File: src/rtl/down_counter.sv
// Loadable down-counter / countdown timer with a prescaled tick, a one-cycle
// done pulse at terminal count and optional auto-reload.
module down_counter #(
    parameter int unsigned BW          = 4,
    parameter int unsigned PRESCALE    = 1,
    parameter int unsigned AUTO_RELOAD = 0
) (
    input  logic          clk_i,
    input  logic          rst_i,
    input  logic          clr_i,
    input  logic          load_i,
    input  logic [BW-1:0] loadVal_i,
    input  logic          start_i,
    input  logic          stop_i,
    input  logic          en_i,
    output logic [BW-1:0] count_o,
    output logic          busy_o,
    output logic          done_o
);

    localparam int unsigned PW = (PRESCALE > 1) ? $clog2(PRESCALE) : 1;
    localparam logic [PW-1:0] PRE_MAX = PW'(PRESCALE - 1);

    typedef enum logic {
        S_IDLE = 1'b0,
        S_RUN  = 1'b1
    } state_t;

    state_t        r_state;
    logic [BW-1:0] r_count;
    logic [BW-1:0] r_reload;
    logic [PW-1:0] r_pre;
    logic          r_busy;
    logic          r_done;
    logic          w_tick;

    assign w_tick  = en_i && (r_pre == PRE_MAX);
    assign count_o = r_count;
    assign busy_o  = r_busy;
    assign done_o  = r_done;

    // Priority per edge: clear > load > stop > start > tick.
    always_ff @(posedge clk_i or posedge rst_i) begin
        if (rst_i) begin
            r_state  <= S_IDLE;
            r_count  <= '0;
            r_reload <= '0;
            r_pre    <= '0;
            r_busy   <= 1'b0;
            r_done   <= 1'b0;
        end else if (clr_i) begin
            r_state  <= S_IDLE;
            r_count  <= '0;
            r_reload <= '0;
            r_pre    <= '0;
            r_busy   <= 1'b0;
            r_done   <= 1'b0;
        end else begin
            r_done <= 1'b0;
            if (load_i) begin
                r_count  <= loadVal_i;
                r_reload <= loadVal_i;
                r_pre    <= '0;
                if ((r_state == S_RUN) && (loadVal_i == '0)) begin
                    r_state <= S_IDLE;
                    r_busy  <= 1'b0;
                end
            end else if (stop_i) begin
                r_state <= S_IDLE;
                r_busy  <= 1'b0;
            end else if (r_state == S_IDLE) begin
                if (start_i) begin
                    r_pre <= '0;
                    if (r_count != '0) begin
                        r_state <= S_RUN;
                        r_busy  <= 1'b1;
                    end else begin
                        r_done <= 1'b1;
                    end
                end
            end else if (en_i) begin
                // Prescaler only advances while running; start in RUN falls through here.
                if (w_tick) begin
                    r_pre <= '0;
                    if (r_count > BW'(1)) begin
                        r_count <= r_count - BW'(1);
                    end else if (r_count == BW'(1)) begin
                        r_done <= 1'b1;
                        if ((AUTO_RELOAD != 0) && (r_reload != '0)) begin
                            r_count <= r_reload;
                        end else begin
                            r_count <= '0;
                            r_state <= S_IDLE;
                            r_busy  <= 1'b0;
                        end
                    end else begin
                        r_state <= S_IDLE;
                        r_busy  <= 1'b0;
                    end
                end else begin
                    r_pre <= r_pre + PW'(1);
                end
            end
        end
    end

endmodule

File: config.mk
export PLATFORM = sky130hd
export DESIGN_NAME = down_counter
export DESIGN_NICKNAME = d
export VERILOG_FILES = /design/src/rtl/down_counter.sv
export SDC_FILE = /design/constraint.sdc
export NUM_CORES = 1
export LEC_CHECK = 0
export ABC_AREA = 1
export BUFFER_PORTS_ARGS = -buffer_cell sky130_fd_sc_hd__buf_4
export CAP_MARGIN = 20
export CELL_PAD_IN_SITES_DETAIL_PLACEMENT = 1
export CELL_PAD_IN_SITES_GLOBAL_PLACEMENT = 2
export CORE_MARGIN = 1.5
export CORE_UTILIZATION = 25
export CTS_BUF_LIST = sky130_fd_sc_hd__clkbuf_16
export CTS_CLUSTER_SIZE = 30
export DETAILED_ROUTE_END_ITERATION = 8
export MAX_ROUTING_LAYER = met4
export PLACE_DENSITY_LB_ADDON = 0.1
export SYNTH_ARGS = -nofsm -noshare
export SYNTH_HDL_FRONTEND = slang
export SYNTH_SLANG_ARGS = --single-unit
File: constraint.sdc
create_clock -name clk_i -period 1.6 [get_ports clk_i]
set_clock_uncertainty 0.05 [all_clocks]
set_input_delay 0.48 -clock clk_i [delete_from_list [all_inputs] [get_ports clk_i]]
set_output_delay 0.48 -clock clk_i [all_outputs]
set_load 0.01 [all_outputs]
Word-level counts from Yosys, hierarchy flattened
Cells that the tools add are included.
{"block": "word_totals", "out_inout_bits": 6, "in_bits": 11, "elab_cells": 74, "reg_bits": 8}
{"block": "op_classes", "n_eq_ne": 7, "mux": 44, "reduce_logical": 14, "addsub": 2, "order_cmp": 1, "bitwise_logic": 1}
{"cell": "$mux 1", "count": 36}
{"cell": "$mux 4", "count": 8}
{"cell": "$reduce_bool 4->1", "count": 3}
{"cell": "$ne 5x5->1 const B", "count": 2}
{"cell": "$reduce_bool 5->1", "count": 2}
{"cell": "$reduce_bool 3->1", "count": 3}
{"cell": "$reduce_and 6->1", "count": 1}
{"cell": "$ne 5x4->1 const B", "count": 1}
{"cell": "$reduce_and 5->1", "count": 1}
{"cell": "$eq 4x1->1 const B", "count": 1}
{"cell": "$gt 4x1->1 const B", "count": 1}
{"cell": "$logic_not 4->1", "count": 1}
{"cell": "$ne 4x4->1 const B", "count": 1}
{"cell": "$sub 4x1->4 const B", "count": 1}
{"cell": "$ne 3x2->1 const B", "count": 1}
{"cell": "$ne 3x3->1 const B", "count": 1}
{"cell": "$reduce_and 3->1", "count": 1}
{"cell": "$logic_and 1x1->1", "count": 2}
{"cell": "$add 1x1->1 const B", "count": 1}
{"cell": "$not 1->1", "count": 1}

Longest topological paths before layout
Gate-level depths: netlist of the first run.
{"block": "logic_depth", "ltp_word": 9, "depth_mapped": 8, "depth_no_buf": 8}

Worst setup path before layout of the first run
No wires, ideal clock.
{"block": "synth_timing", "kind": "flip-flop to flip-flop", "from": "register r_count[0] (netlist: count_o[0])", "to": "register r_count[1] (netlist: count_o[1])", "setup_ns": 0.076, "arrival_time_ns": 1.289, "path_stages_with_launch": 8, "t_required_ns": 1.474, "setup_slack_ns": 0.184, "cell_sequence": "dfrtp_1 inv_1 ha_1 o21ai_0 nand2_1 o21ai_0 nand2_1 o21ai_1"}
{"block": "synth_between", "elab_chain_cells": 8}
{"element": "start: declaration", "line": "30", "text": "logic [BW-1:0] r_count;"}
{"element": "start signal: assignment", "line": "61", "text": "r_count <= loadVal_i;"}
{"element": "start signal: assignment", "line": "86", "text": "r_count <= r_count - BW'(1);"}
{"element": "start signal: assignment", "line": "90", "text": "r_count <= r_reload;"}
{"element": "$sub 4x1->4 / $gt 4x1->1 (equally long branches)", "line": "86, 85"}
{"element": "$mux 4", "line": "85", "text": "if (r_count > BW'(1)) begin"}
{"element": "$mux 4", "line": "83", "text": "if (w_tick) begin"}
{"element": "$mux 4", "line": "81", "text": "end else if (en_i) begin"}
{"element": "$mux 4", "line": "71", "text": "end else if (r_state == S_IDLE) begin"}
{"element": "$mux 4", "line": "68", "text": "end else if (stop_i) begin"}
{"element": "$mux 4", "line": "60", "text": "if (load_i) begin"}
{"element": "$mux 4", "line": "51", "text": "end else if (clr_i) begin"}
Parallel ways exist; a longest one is shown, timed or not. The select of a mux whose other input is x is not followed.
A chain may end at the register's enable or synchronous reset.

Worst setup path after layout of the first run
{"block": "layout_timing", "from": "register r_count[1] (netlist: count_o[1])", "to": "register r_count[1] (netlist: count_o[1])"}
Same word-level chain as after synthesis.

==> results.md, run 1 <==
* Startpoint types: flip-flop
* Fin. Hold Viols at 0
* Post-synthesis cell count at 85
* Final Non-Filler Cells at 132
* CTS sink cnt at 8
* LEAKAGE at around 0.00043 µW
* Sw frac at 0.272
* Vias per cell at ~4.6
* Port buffer count at 16
* Antenna violations before repair at 0
* Synth top area share at 0.360
* Final GP Congestion at between 0.8 and 0.9
* Max-slew violations at 0
* CP Data Required Time at 1.66 ns
* Hold Worst Slack at 0.161 ns
* Share of cells above drive strength 1 at 0.248
* # setup viols final at 0
* Post-route ant nets at 0
* Area after DPL at a little over 700 µm²
* Std-Cell Rows at 16
* Largest area contributor in the netlist: dfrtp_1
* Critical path arrival at ~1.5 ns
* Finished Core Util at 0.399
* Number of DRC markers in iteration 0 at 4
* Worst-skew pair later-pin latency at around 0.23 ns
* First-pass GRT wire length at approximately 2600 µm
* Final #Nets at 120
* Tmin final at between 1 and 1.5 ns
* Post-Route WL at approximately 1600 µm
* Pwr Total at ~870 µW
* Final antenna diode count at 0
* Initial Util at 0.275
* Register share of total power at 0.276
* Cells after DPL at roughly 130
* Clock power share at 0.485
* Root Buffer: clkbuf_16
* Area added between synthesis and finish at 44.7%
* Syn avg cell area at around 6.6 µm²
* Comb power frac at 0.239
* Critical Path End Type: flip-flop
* Setup bufs post-CTS at 0
* Top FF cell, synth: dfrtp_1
* Seq/Total Area, Yosys at 0.360
* Area of the mapped netlist at 557 µm²
* Max-cap violations at 0
* CTS clk-pin slew, worst paths at around 0.040 ns
* Maximum VDD drop at ~0.66 mV
* Largest net degree at the start of global routing at 9
* H-tree depth at 1
* Run status: finished, final reports clean
* Clock buffer depth at 2
* PD cells at 1080 nW/µm²
* Hold Buf Count CTS at 0
* Inserted Clock Buffers at 3
* Average wire per standard cell at 12.3 µm
* Flops & latches, synth at 8
* Fillers at approximately 260
* Die Y-Extent at around 50 µm
* Normalized max-slew margin at 0.760
* Largest cells by area after synthesis: dfrtp_1 (36%), nand2_1 (16%), inv_1 (10%)
* Overall Global Routing Usage at 0.157
* Post-synth EDFFs at 0
* Highest clock rate at slightly below 700 MHz
* Synth warnings at 0
* Boundary pin count at 17
* Syn nets at 98
* Design area at 806 µm²
* Area occupied by multi-input gates at around 310 µm²
* Global route overflow at 0
* RSZ-0062 raised after global routing: no
* Via count at between 600 and 700
* Post-detail-place hpwl at 1290 µm
* Switching power at 237 µW
* DRC viols at 0
* Final period util at 0.900
* Crit Path Category: flip-flop to flip-flop
* Min-delay worst type: input port to async pin
* Slew at the pin with the worst max-slew slack at roughly 0.36 ns
* Count of cell types in the netlist at 15
* Reg2Reg Depth at 7
* DR pass1 iterations at 2
* Worst-path fanout max at 8
* CTS tree: yes
* Commonest non-fill, non-tap cell in the layout: nand2_1
* Vias in the first global route at roughly 600
* Die Wd at 50.2 µm
* Reg area at roughly 200 µm²
* Share of flip-flops with an asynchronous set or reset at 1.00
* Core area at 2020 µm²
* DIE AREA at roughly 2500 µm²
* Leading cell types in the layout, fill and taps excluded: nand2_1 (24), buf_4 (17), inv_1 (14)
* Internal power at 633 µW
[cell usage after synthesis, types with 2 or more instances]
library cell and n:
a21oi_1 2, dfrtp_1 8, ha_1 2, inv_1 15
nand2_1 24, nand3_1 9, nor2_1 10, o21ai_0 6
o21ai_1 3
[power by group through the flow]
stage / logic (µW) / registers (µW) / clock network, µW
4_1_cts: 202 / 240 / 433
2_1_floorplan: 106 / 246 / 0
3_5_place_dp: 199 / 242 / 0
6_report: 208 / 240 / 422
3_3_place_gp: 196 / 241 / 0
5_1_grt: 238 / 244 / 436
[layout make-up]
class	count	share of cell area
clock buffers	3	0.0932
flip-flops and latches	8	0.248
multi-input cells	62	0.388
repair buffers	17	0.158
well taps	27	0.0419
inverters	15	0.0699
[registers in the layout, indices dropped and copies added, names as in the netlist]
signal and cells:
done_o 1, r_state 1, count_o 4, r_pre 1, busy_o 1
[what timing repair did]
item                       CTS  global route
setup endpoints to repair    2             4
pin swaps                    1             0
gates resized for setup      2             3
cloned                       0             0
[cells by family after synthesis]
kind of cell               after synthesis  share of synthesized area
and+or+nand+nor                         47                      0.364
DFF                                      8                      0.360
AOI/OAI and AO/OA                       13                      0.130
buffers and inverters                   15                      0.101
adders and majority gates                2                     0.0449
[critical path, stage by stage (launching register included)]
cell and delay, ns:
dfrtp_1 0.37, inv_1 0.16, ha_4 0.18, nand2_1 0.10, o21ai_2 0.15, nand2_2 0.13, nand2_1 0.10, o21ai_1 0.07
[final timing paths]
path	slack (ns)	from	to
max	0.16	count_o[1]	count_o[1]
min	0.16	rst_i	count_o[2]
max reg2reg	0.16	count_o[1]	count_o[1]
min reg2reg	0.43	busy_o	busy_o
max in group asynchronous	1.09	rst_i	r_state
min in group clk_i	0.43	busy_o	busy_o
[routing by layer]
layer / routed length, µm / global-route usage / up-vias
met5: 0 / - / -
met4: 52 / 0.111 / 0
met2: 755 / 0.248 / 13
met3: 69 / 0.0536 / 6
met1: 747 / 0.162 / 276
li1: - / - / 310
[metrics by stage]
| stage | setup WS, ns | setup TNS [ns] |
|---|---|---|
| after detailed placement | -0.0128 | -0.0128 |
| after CTS | 0.0351 | 0 |
| after floorplan | 0.184 | 0 |
| after global placement | 0.0101 | 0 |
| after global routing | 0.0255 | 0 |
| final | 0.160 | 0 |
(Power assumes the default switching activity.)
==> run 2, diff against run 1 <==
Settings changed: CELL_PAD_IN_SITES_DETAIL_PLACEMENT 1 to default, CELL_PAD_IN_SITES_GLOBAL_PLACEMENT 2 to default, CORE_AREA from default to 2 2 39 41, CORE_MARGIN 1.5 to default, CORE_UTILIZATION 25 to default, CTS_BUF_LIST sky130_fd_sc_hd__clkbuf_16 to sky130_fd_sc_hd__clkbuf_4, DIE_AREA from default to 0 0 41 43, PLACE_DENSITY from default to 0.67, PLACE_DENSITY_LB_ADDON 0.1 to default.
==> results.md, run 2 (same netlist as run 1, synthesis figures left out) <==
* Slew at the pin with the worst max-slew slack at 0.352 ns (-0.00666 ns)
* Setup ws final at 0.108 ns (-0.0523 ns)
* Root Buffer: clkbuf_4
* Boundary pin count at 17 (unchanged)
* Critical Path End Type: flip-flop
* Share of cells above drive strength 1 at 0.231 (-0.0168)
* Max-slew violations at 0 (unchanged)
* PD cells at 815 nW/µm² (-24%)
* Tmin final at 1.49 ns (+0.0523 ns)
* H-tree depth at 1 (unchanged)
* Leading cell types in the layout, fill and taps excluded: nand2_1 (24), buf_4 (16), inv_1 (15)
* Antenna violations before repair at 0 (unchanged)
* Final #Nets at 119 (-0.83%)
* Final period util at 0.933 (+0.0327)
* Post-route ant nets at 0 (unchanged)
* Max-cap violations at 0 (unchanged)
* Final antenna diode count at 0 (unchanged)
* DR pass1 iterations at 4 (+2)
* Placement Setup Slack at 0.0302 ns (+0.0431 ns)
* Area added between synthesis and finish at 29.7%
* Min-delay worst type: input port to async pin
* Startpoint types: flip-flop
* Global route overflow at 0 (unchanged)
* Crit Path Category: flip-flop to flip-flop
* Worst-path fanout max at 8 (unchanged)
* Die Wd at 41 µm (-18%)
* Fin. Hold Viols at 0 (unchanged)
* Vias in the first global route at 553 (-7.7%)
* Commonest non-fill, non-tap cell in the layout: nand2_1
* Normalized max-slew margin at 0.764 (+0.00446)
* Switching power at 203 µW (-14%)
* Post-detail-place hpwl at 1030 µm (-20%)
* Average wire per standard cell at 10.7 µm (-13%)
* CP Data Required Time at 1.75 ns (+0.09 ns)
* Worst-skew pair later-pin latency at 0.26 ns (+0.03 ns)
* Design area at 722 µm² (-10%)
* Number of DRC markers in iteration 0 at 11 (+7)
* DIE AREA at 1760 µm² (-30%)
* CTS tree: yes
* Via count at 582 (-3.8%)
* CTS sink cnt at 8 (unchanged)
* Sw frac at 0.344 (+0.0724)
* Comb power frac at 0.321 (+0.082)
* Largest net degree at the start of global routing at 9 (unchanged)
* Final GP Congestion at 0.788 (-10%)
* Reg2Reg Depth at 8 (+1)
* Register share of total power at 0.404 (+0.128)
* LEAKAGE at 0.000400 µW (-7.0%)
* Die Y-Extent at 43 µm (-14%)
* Critical path arrival at 1.64 ns (+0.14 ns)
* Highest clock rate at 670 MHz (-3.5%)
* Initial Util at 0.402 (+0.127)
* R2r setup slk at 0.11 ns (-0.05 ns)
* DRC viols at 0 (unchanged)
* Clock buffer depth at 2 (unchanged)
* Internal power at 386 µW (-39%)
* Area after DPL at 697 µm² (-3.0%)
* Maximum VDD drop at 0.533 mV (-19%)
* Overall Global Routing Usage at 0.191 (+0.0341)
* Final TNS setup at 0 ns (unchanged)
* Std-Cell Rows at 14 (-2)
* Fillers at 134 (-49%)
* CTS clk-pin slew, worst paths at 0.06 ns (+0.02 ns)
* R2R Path End: count_o[2]
* Core area at 1380 µm² (-32%)
* Hold Buf Count CTS at 0 (unchanged)
* Max reg flops at 4 (unchanged)
* Clock power share at 0.276 (-0.209)
* Vias per cell at 4.85 (+5.8%)
* Inserted Clock Buffers at 3 (unchanged)
* Port buffer count at 16 (unchanged)
* Post-Route WL at 1280 µm (-21%)
* First-pass GRT wire length at 2190 µm (-17%)
* # setup viols final at 0 (unchanged)
* FF-to-FF Start: count_o[0]
* Run status: finished, final reports clean
run 2: stage by stage:
stage | total power (µW) | hold WS (ns) | instances | util
final | 589 | 0.111 | 120 | 0.522
after global routing | 626 | 0.144 | 120 | 0.522
after CTS | 589 | 0.126 | 120 | 0.520
after detailed placement | 428 | 0.404 | 117 | 0.504
after global placement | 423 | 0.402 | 117 | 0.504
after floorplan | 352 | 0.246 | 85 | -
run 2: power groups by stage:
stage	sequential [µW]	combinational [µW]	clock, µW
finish	238	189	162
floorplan	246	106	0
detailed placement	241	186	0
global placement	241	183	0
CTS	238	188	163
global route	240	214	172
run 2: worst max path at each step:
| stage | from | end |
|---|---|---|
| 3_5_place_dp | count_o[0] | count_o[2] |
| 5_1_grt | count_o[0] | count_o[1] |
| 6_report | count_o[0] | count_o[2] |
| 4_1_cts | count_o[0] | count_o[2] |
| 2_1_floorplan | count_o[0] | count_o[1] |
| 3_3_place_gp | count_o[0] | count_o[2] |
run 2: area by class of cell:
type,instances,area [µm²],area share
Clock buffer,3,22.5,0.0312
Inverter,15,56.3,0.0780
Multi-Input combinational cell,62,303,0.419
Sequential cell,8,200,0.277
Tap cell,16,20.0,0.0277
Timing Repair Buffer,16,120,0.166
run 2: worst max-delay path, cell delays in order (launching register included):
cell and delay (ns):
dfrtp_1 0.41, inv_1 0.13, ha_2 0.23, nand2_1 0.11, o21ai_2 0.14, nand2_2 0.12, o21ai_1 0.10, nand2_1 0.06
nand2_1 0.06
run 2: per-layer routing:
layer,share of wire,wire length (µm),GRT usage
met1,0.44,563,0.218
met2,0.46,592,0.275
met3,0.044,57,0.0366
met4,0.055,70,0.153
met5,0,0,-
run 2: repair_timing:
| action | in CTS | in global routing |
|---|---|---|
| gates resized for setup | 0 | 2 |
| setup buffers | 0 | 0 |
| setup endpoints to repair | 0 | 5 |
